===== src/rtl/if_fetch_stage_pkg.sv =====
// Shared types and constants for the RV32 instruction-fetch stage.
package if_fetch_stage_pkg;

    localparam logic [31:0] BUBBLE_INSTR     = 32'h0000_0000;
    localparam logic [31:0] DEFAULT_RESET_PC = 32'h0000_0000;
    localparam logic [31:0] PC_STEP          = 32'h0000_0004;

    typedef enum logic [1:0] {
        FETCH_BOOT  = 2'd0,
        FETCH_RUN   = 2'd1,
        FETCH_DRAIN = 2'd2
    } fetch_state_e;

    typedef struct packed {
        logic [31:0] pc;
        logic [31:0] instr;
    } fb_entry_t;

    function automatic logic [31:0] pc_next(input logic [31:0] pc);
        return pc + PC_STEP;
    endfunction

endpackage


===== src/rtl/if_fetch_stage_chk.sv =====
// Invariant checker for the fetch stage: credit accounting and fetch-buffer overflow.
module if_fetch_stage_chk #(
    parameter int FB_DEPTH = 2,
    localparam int CW = $clog2(FB_DEPTH + 1)
) (
    input logic          clk,
    input logic          rst_n,
    input logic          push,
    input logic          pop,
    input logic          full,
    input logic [CW-1:0] outst,
    input logic [CW-1:0] fb_count
);

    logic [CW:0] credit_sum_s;
    assign credit_sum_s = {1'b0, outst} + {1'b0, fb_count};

    a_no_overflow: assert property (@(posedge clk) disable iff (!rst_n) !(push && full && !pop));
    a_credit_bound: assert property (@(posedge clk) disable iff (!rst_n) credit_sum_s <= (CW+1)'(FB_DEPTH));

endmodule


===== src/rtl/if_fetch_stage_fetch_fifo.sv =====
// Small synchronous FIFO holding fetched {pc, instr} pairs; clear wins over push.
module fetch_fifo
    import if_fetch_stage_pkg::*;
#(
    parameter int DEPTH = 2,
    localparam int CW = $clog2(DEPTH + 1),
    localparam int PW = (DEPTH > 1) ? $clog2(DEPTH) : 1
) (
    input  logic          clk,
    input  logic          rst_n,
    input  logic          push,
    input  fb_entry_t     push_data,
    input  logic          pop,
    input  logic          clear,
    output fb_entry_t     head,
    output logic [CW-1:0] count,
    output logic          full,
    output logic          empty
);

    fb_entry_t     mem_r [DEPTH];
    logic [PW-1:0] wr_ptr_r;
    logic [PW-1:0] rd_ptr_r;
    logic [CW-1:0] count_r;
    logic          push_ok_s;
    logic          pop_ok_s;

    function automatic logic [PW-1:0] ptr_inc(input logic [PW-1:0] p);
        if (p == PW'(DEPTH - 1)) begin
            return {PW{1'b0}};
        end else begin
            return p + PW'(1'b1);
        end
    endfunction

    assign full  = (count_r == CW'(DEPTH));
    assign empty = (count_r == {CW{1'b0}});
    assign head  = mem_r[rd_ptr_r];
    assign count = count_r;

    // Qualify requests: pop needs data; a push into a full FIFO is only taken with a pop.
    always_comb begin
        pop_ok_s  = pop && !empty;
        push_ok_s = push && (!full || pop_ok_s);
    end

    // Storage, pointers and occupancy.
    always_ff @(posedge clk or negedge rst_n) begin
        if (!rst_n) begin
            for (int i = 0; i < DEPTH; i++) begin
                mem_r[i] <= {$bits(fb_entry_t){1'b0}};
            end
            wr_ptr_r <= {PW{1'b0}};
            rd_ptr_r <= {PW{1'b0}};
            count_r  <= {CW{1'b0}};
        end else if (clear) begin
            wr_ptr_r <= {PW{1'b0}};
            rd_ptr_r <= {PW{1'b0}};
            count_r  <= {CW{1'b0}};
        end else begin
            if (push_ok_s) begin
                mem_r[wr_ptr_r] <= push_data;
                wr_ptr_r        <= ptr_inc(wr_ptr_r);
            end
            if (pop_ok_s) begin
                rd_ptr_r <= ptr_inc(rd_ptr_r);
            end
            case ({push_ok_s, pop_ok_s})
                2'b10:   count_r <= count_r + CW'(1'b1);
                2'b01:   count_r <= count_r - CW'(1'b1);
                default: count_r <= count_r;
            endcase
        end
    end

endmodule


===== src/rtl/if_fetch_stage.sv =====
// RV32 instruction-fetch stage: PC, credit-limited imem requests, fetch buffer and IF/ID register.
module if_fetch_stage
    import if_fetch_stage_pkg::*;
#(
    parameter logic [31:0] RESET_PC = DEFAULT_RESET_PC,
    parameter int          FB_DEPTH = 2
) (
    input  logic        clk,
    input  logic        rst_n,
    output logic        imem_req,
    output logic [31:0] imem_addr,
    input  logic        imem_ready,
    input  logic        imem_rvalid,
    input  logic [31:0] imem_rdata,
    input  logic        pc_write,
    input  logic        ifid_write,
    input  logic        if_flush,
    input  logic        redirect_valid,
    input  logic [31:0] redirect_pc,
    output logic [31:0] ifid_instr,
    output logic [31:0] ifid_pc,
    output logic        ifid_valid
);

    localparam int CW = $clog2(FB_DEPTH + 1);
    localparam logic [CW-1:0] CNT_ZERO = {CW{1'b0}};
    localparam logic [CW-1:0] CNT_ONE  = CW'(1'b1);

    fetch_state_e  state_r;
    logic [31:0]   fetch_pc_r;
    logic [31:0]   resp_pc_r;
    logic [CW-1:0] outst_r;
    logic [CW-1:0] drop_cnt_r;
    logic [31:0]   ifid_instr_r;
    logic [31:0]   ifid_pc_r;
    logic          ifid_valid_r;

    logic          resp_s;
    logic          drop_s;
    logic          push_s;
    logic          pop_s;
    logic          accept_s;
    logic          req_s;
    logic [CW:0]   credit_sum_s;
    logic [CW-1:0] inflight_after_s;
    logic [CW-1:0] outst_nxt_s;
    fb_entry_t     push_data_s;
    fb_entry_t     fb_head_s;
    logic [CW-1:0] fb_count_s;
    logic          fb_full_s;
    logic          fb_empty_s;

    // Request/response qualification; rvalid with nothing in flight is a stale pre-reset return.
    always_comb begin
        resp_s           = imem_rvalid && (outst_r != CNT_ZERO);
        drop_s           = resp_s && ((drop_cnt_r != CNT_ZERO) || redirect_valid);
        push_s           = resp_s && !drop_s;
        pop_s            = ifid_write && !redirect_valid && !if_flush && !fb_empty_s;
        credit_sum_s     = {1'b0, outst_r} + {1'b0, fb_count_s};
        req_s            = (state_r == FETCH_RUN) && pc_write && !redirect_valid &&
                           (credit_sum_s < (CW+1)'(FB_DEPTH));
        accept_s         = req_s && imem_ready;
        inflight_after_s = resp_s ? (outst_r - CNT_ONE) : outst_r;
        push_data_s      = '{pc: resp_pc_r, instr: imem_rdata};
        case ({accept_s, resp_s})
            2'b10:   outst_nxt_s = outst_r + CNT_ONE;
            2'b01:   outst_nxt_s = outst_r - CNT_ONE;
            default: outst_nxt_s = outst_r;
        endcase
    end

    assign imem_req   = req_s;
    assign imem_addr  = fetch_pc_r;
    assign ifid_instr = ifid_instr_r;
    assign ifid_pc    = ifid_pc_r;
    assign ifid_valid = ifid_valid_r;

    // Control FSM, in-flight credit and drop counters.
    always_ff @(posedge clk or negedge rst_n) begin
        if (!rst_n) begin
            state_r    <= FETCH_BOOT;
            outst_r    <= CNT_ZERO;
            drop_cnt_r <= CNT_ZERO;
        end else begin
            outst_r <= outst_nxt_s;
            if (redirect_valid) begin
                drop_cnt_r <= inflight_after_s;
            end else if (drop_s) begin
                drop_cnt_r <= drop_cnt_r - CNT_ONE;
            end else begin
                drop_cnt_r <= drop_cnt_r;
            end
            case (state_r)
                FETCH_BOOT:  state_r <= FETCH_RUN;
                FETCH_RUN:   state_r <= (redirect_valid && (inflight_after_s != CNT_ZERO)) ?
                                        FETCH_DRAIN : FETCH_RUN;
                FETCH_DRAIN: state_r <= (drop_cnt_r == CNT_ZERO) ? FETCH_RUN : FETCH_DRAIN;
                default:     state_r <= FETCH_BOOT;
            endcase
        end
    end

    // Fetch PC (next request) and response PC (tag for the next returned word).
    always_ff @(posedge clk or negedge rst_n) begin
        if (!rst_n) begin
            fetch_pc_r <= RESET_PC;
            resp_pc_r  <= RESET_PC;
        end else if (redirect_valid) begin
            fetch_pc_r <= redirect_pc;
            resp_pc_r  <= redirect_pc;
        end else begin
            if (accept_s) begin
                fetch_pc_r <= pc_next(fetch_pc_r);
            end
            if (push_s) begin
                resp_pc_r <= pc_next(resp_pc_r);
            end
        end
    end

    // IF/ID pipeline register; a bubble keeps the previous pc.
    always_ff @(posedge clk or negedge rst_n) begin
        if (!rst_n) begin
            ifid_instr_r <= BUBBLE_INSTR;
            ifid_pc_r    <= 32'h0000_0000;
            ifid_valid_r <= 1'b0;
        end else if (ifid_write) begin
            if (pop_s) begin
                ifid_instr_r <= fb_head_s.instr;
                ifid_pc_r    <= fb_head_s.pc;
                ifid_valid_r <= 1'b1;
            end else begin
                ifid_instr_r <= BUBBLE_INSTR;
                ifid_pc_r    <= ifid_pc_r;
                ifid_valid_r <= 1'b0;
            end
        end else begin
            ifid_instr_r <= ifid_instr_r;
            ifid_pc_r    <= ifid_pc_r;
            ifid_valid_r <= ifid_valid_r;
        end
    end

    fetch_fifo #(
        .DEPTH (FB_DEPTH)
    ) u_fifo (
        .clk       (clk),
        .rst_n     (rst_n),
        .push      (push_s),
        .push_data (push_data_s),
        .pop       (pop_s),
        .clear     (redirect_valid),
        .head      (fb_head_s),
        .count     (fb_count_s),
        .full      (fb_full_s),
        .empty     (fb_empty_s)
    );

    if_fetch_stage_chk #(
        .FB_DEPTH (FB_DEPTH)
    ) u_chk (
        .clk      (clk),
        .rst_n    (rst_n),
        .push     (push_s),
        .pop      (pop_s),
        .full     (fb_full_s),
        .outst    (outst_r),
        .fb_count (fb_count_s)
    );

endmodule


===== config.mk =====
export PLATFORM = sky130hd
export DESIGN_NAME = if_fetch_stage
export DESIGN_NICKNAME = d
export VERILOG_FILES = /design/src/rtl/if_fetch_stage_pkg.sv /design/src/rtl/if_fetch_stage_chk.sv /design/src/rtl/if_fetch_stage_fetch_fifo.sv /design/src/rtl/if_fetch_stage.sv
export SDC_FILE = /design/constraint.sdc
export NUM_CORES = 1
export LEC_CHECK = 0
export BUFFER_PORTS_ARGS = -buffer_cell sky130_fd_sc_hd__buf_2
export CAP_MARGIN = 20
export CORE_MARGIN = 1.5
export CORE_UTILIZATION = 50
export DETAILED_ROUTE_END_ITERATION = 12
export GPL_TIMING_DRIVEN = 0
export HOLD_SLACK_MARGIN = 0.08
export PLACE_DENSITY = 0.71
export SYNTH_ARGS = -nofsm -noshare
export SYNTH_HDL_FRONTEND = slang
export SYNTH_SLANG_ARGS = --single-unit

===== constraint.sdc =====
create_clock -name clk -period 3.5 [get_ports clk]
set_input_delay 0.175 -clock clk [delete_from_list [all_inputs] [get_ports clk]]
set_output_delay 0.175 -clock clk [all_outputs]
set_load 0.005 [all_outputs]

==> results.yml <==
pwr:
  powerDensity_nw_per_um2: 635.8
  leakage_nw: 6.679
  ir_drop_mv: 0.3129
floorplanning:
  start_util: 0.5089
  core_um2: 23470
  fp.dieH_um: 157.6
  dieArea_um2: 24830
  pin_count: 170
  die_w_um: 157.6
  rows: 56
drt:
  wl_mm: 27.66
  wire_per_inst_um: 17.25
  dr.pass1.iters: 5
  vias_per_cell: 5.391
  ant_nets: 0
  drc: 0
  dr.first_iter.drc_count: 446
  vias: 8647
global_route:
  grt_pass1_wl_mm: 44.96
  antenna_found_initial: 1
  grt_max_degree: 103
  grt_overflow: 0
  grt_pass1_vias: 8674
  track_usage: 0.2287
sta:
  finalSetupViolCount: 0
  skew_ns: 0.01183
  final.setup.tns_ns: 0
  timing.hold.ws_ns: 0.1925
  post-route-min-period_ns: 3.143
  max-slew-margin-rel: 0.3104
  fmax_mhz: 318.2
  hold_viol: 0
  worst_slew_pin_slew_ns: 1.025
  drv_slew: 0
  period_share: 0.8980
  rsz0062_at_grt: "false"
final_layout:
  nets: 1342
  fillers: 1887
  drive_gt1_frac: 0.2553
  multiInputGateArea_um2: 4805
  syn_to_final_growth_pct: 23.92
  antenna_cells: 0
  final_common_cell: "dfrtp_1"
  final_cell_mix: "dfrtp_1 (267), buf_2 (179), nand2_1 (85)"
  seq_area_um2: 6681
clock_network:
  cts_tree: "built"
  numCtsBuffers: 28
  h-tree-depth: 1
  cts_sinks: 267
  clk-insertion-delay-late_ns: 0.53
  cts_resized: 0
  root_buffer: "clkbuf_16"
  clk_pin_slew_ns: 0.06
  cts.path.max_buffers: 3
yosys:
  ys_seq_area_frac: 0.5593
  synth_top_area_frac: 0.5593
  synth_ff_type: "dfrtp_1"
  synth_area_um2: 11950
  synth_nets: 1077
  yosys_warnings: 0
  yosysTopAreaCell: "dfrtp_1"
  syn-instance-count: 999
  synth_cell_types: 52
  syn_area_per_cell_um2: 11.96
  async_reset_ff_frac: 1.000
  ys_ff_latch: 267
  yosys-top-cells-area: "dfrtp_1 (56%), mux2_2 (7.4%), mux2_1 (5.7%), mux2i_1 (5.5%), nand2_1 (2.7%)"
  synth_edf_count: 0
placed_design:
  dp_hpwl_mm: 19.20
  io_buffers: 167
  place_congestion: 0.8811
worst_setup_path:
  worstPathRequired_ns: 3.91
  cp-startpoint: "u_fifo.count[0]$_DFFE_PN0P_"
  path_class: "flop to flop"
  r2r-start: "u_fifo.count[0]$_DFFE_PN0P_"
  critPathMaxFanout: 10
  worstSetupEndpointType: "flop"
  arrival_ns: 3.55
  start_kind: "flop"
hold_path:
  hold_path.startpoint: "ifid_write"
  hold_path_class: "primary input to flop"
status:
  outcome: "complete, no violations"
flow_run:
  maxCapViolCount: 0
final timing paths:
check | endpoint | slack, ns | cells after the start
max | outst_r[1]$_DFFE_PN0P_ | 0.36 | 10
min | ifid_valid$_DFFE_PN0P_ | 0.19 | 2
max reg2reg | outst_r[1]$_DFFE_PN0P_ | 0.36 | 10
min reg2reg | ifid_pc[29]$_DFFE_PN0P_ | 0.47 | 2
max in group asynchronous | outst_r[1]$_DFFE_PN0P_ | 2.25 | 3
min in group asynchronous | ifid_instr[7]$_DFFE_PN0P_ | 0.29 | 2
cell usage after synthesis, types with 6 or more instances:
cell,number
buf_6,7
a21oi_1,7
mux2_2,79
o211ai_1,9
clkbuf_1,29
nand2b_1,8
o21ai_1,9
o21ai_0,61
and3_1,13
nand2_1,85
nand3_1,27
xnor2_1,28
o22ai_1,32
nor3_2,7
dfrtp_1,267
nor4_1,6
nor2_1,13
xor2_1,18
buf_2,13
inv_1,48
mux2i_1,66
nand4_1,23
a31oi_1,6
mux2_1,60
nor3_1,7
a21boi_1,7
worst max-delay path: stages, from the launching register on:
cell     delay [ns]
dfrtp_1        0.45
and2_1         0.20
fa_1           0.47
nor3b_1        0.54
and2_1         0.20
buf_2          0.26
inv_2          0.16
buf_2          0.23
ha_1           0.36
nand2_1        0.07
o21ai_0        0.07
power by group:
group | total, mW | internal (mW) | leakage (nW) | switching (mW)
clock network | 2.88 | 1.70 | 0.435 | 1.18
logic | 2.04 | 1.09 | 2.83 | 0.950
registers | 4.50 | 3.96 | 3.41 | 0.535
logic make-up (layout without fill, tap and decap cells):
kind of cell / count (synthesis) / count (layout) / synth area share
mux: 205 / 205 / 0.1863
buf+inv: 104 / 390 / 0.03844
xor+xnor: 46 / 46 / 0.03373
simple gates: 226 / 226 / 0.1031
compound gates: 145 / 145 / 0.07217
fa+ha+maj: 6 / 6 / 0.006913
flops: 267 / 267 / 0.5593
per-layer routing:
layer | global-route usage | wire (µm)
met4 | 0.04582 | 318
met3 | 0.04818 | 1788
met1 | 0.3182 | 12830
met5 | 0 | 10
met2 | 0.3715 | 12720
registers in the layout, summed over array words and instances, names as in the netlist:
name / count
drop_cnt_r: 2
ifid_instr: 32
ifid_pc: 32
ifid_valid: 1
imem_addr: 32
outst_r: 2
resp_pc_r: 32
state_r: 2
u_fifo.count: 2
u_fifo.mem_r: 128
u_fifo.rd_ptr_r: 1
u_fifo.wr_ptr_r: 1
stage by stage:
stage | utilization | cells | cell area [µm²] | setup WS (ns) | power (mW)
finish | 0.6307 | 1604 | 14800 | 0.3572 | 9.412
global route | 0.6307 | 1604 | 14800 | 0.1515 | 9.974
CTS | 0.6307 | 1604 | 14800 | 0.3892 | 9.486
detailed placement | 0.5643 | 1487 | 13250 | 0.4116 | 6.540
global placement | 0.5615 | 1485 | 13180 | -2.573 | 6.416
floorplan | - | 999 | 11950 | 0.9211 | 5.752
area by class of cell:
| class | count | area share |
|---|---|---|
| Inverter | 50 | 0.01268 |
| Sequential cell | 267 | 0.4514 |
| Multi-Input combinational cell | 628 | 0.3246 |
| Timing Repair Buffer | 235 | 0.1055 |
| Tap cell | 319 | 0.02696 |
| Clock buffer | 44 | 0.05621 |
| Clock inverter | 7 | 0.004395 |
| Buffer | 54 | 0.01834 |
what timing repair did:
action	in CTS	in global routing
hold endpoints to repair	227	0
hold buffers	66	0
buffers inserted	0	0
(Power assumes the default switching activity.)
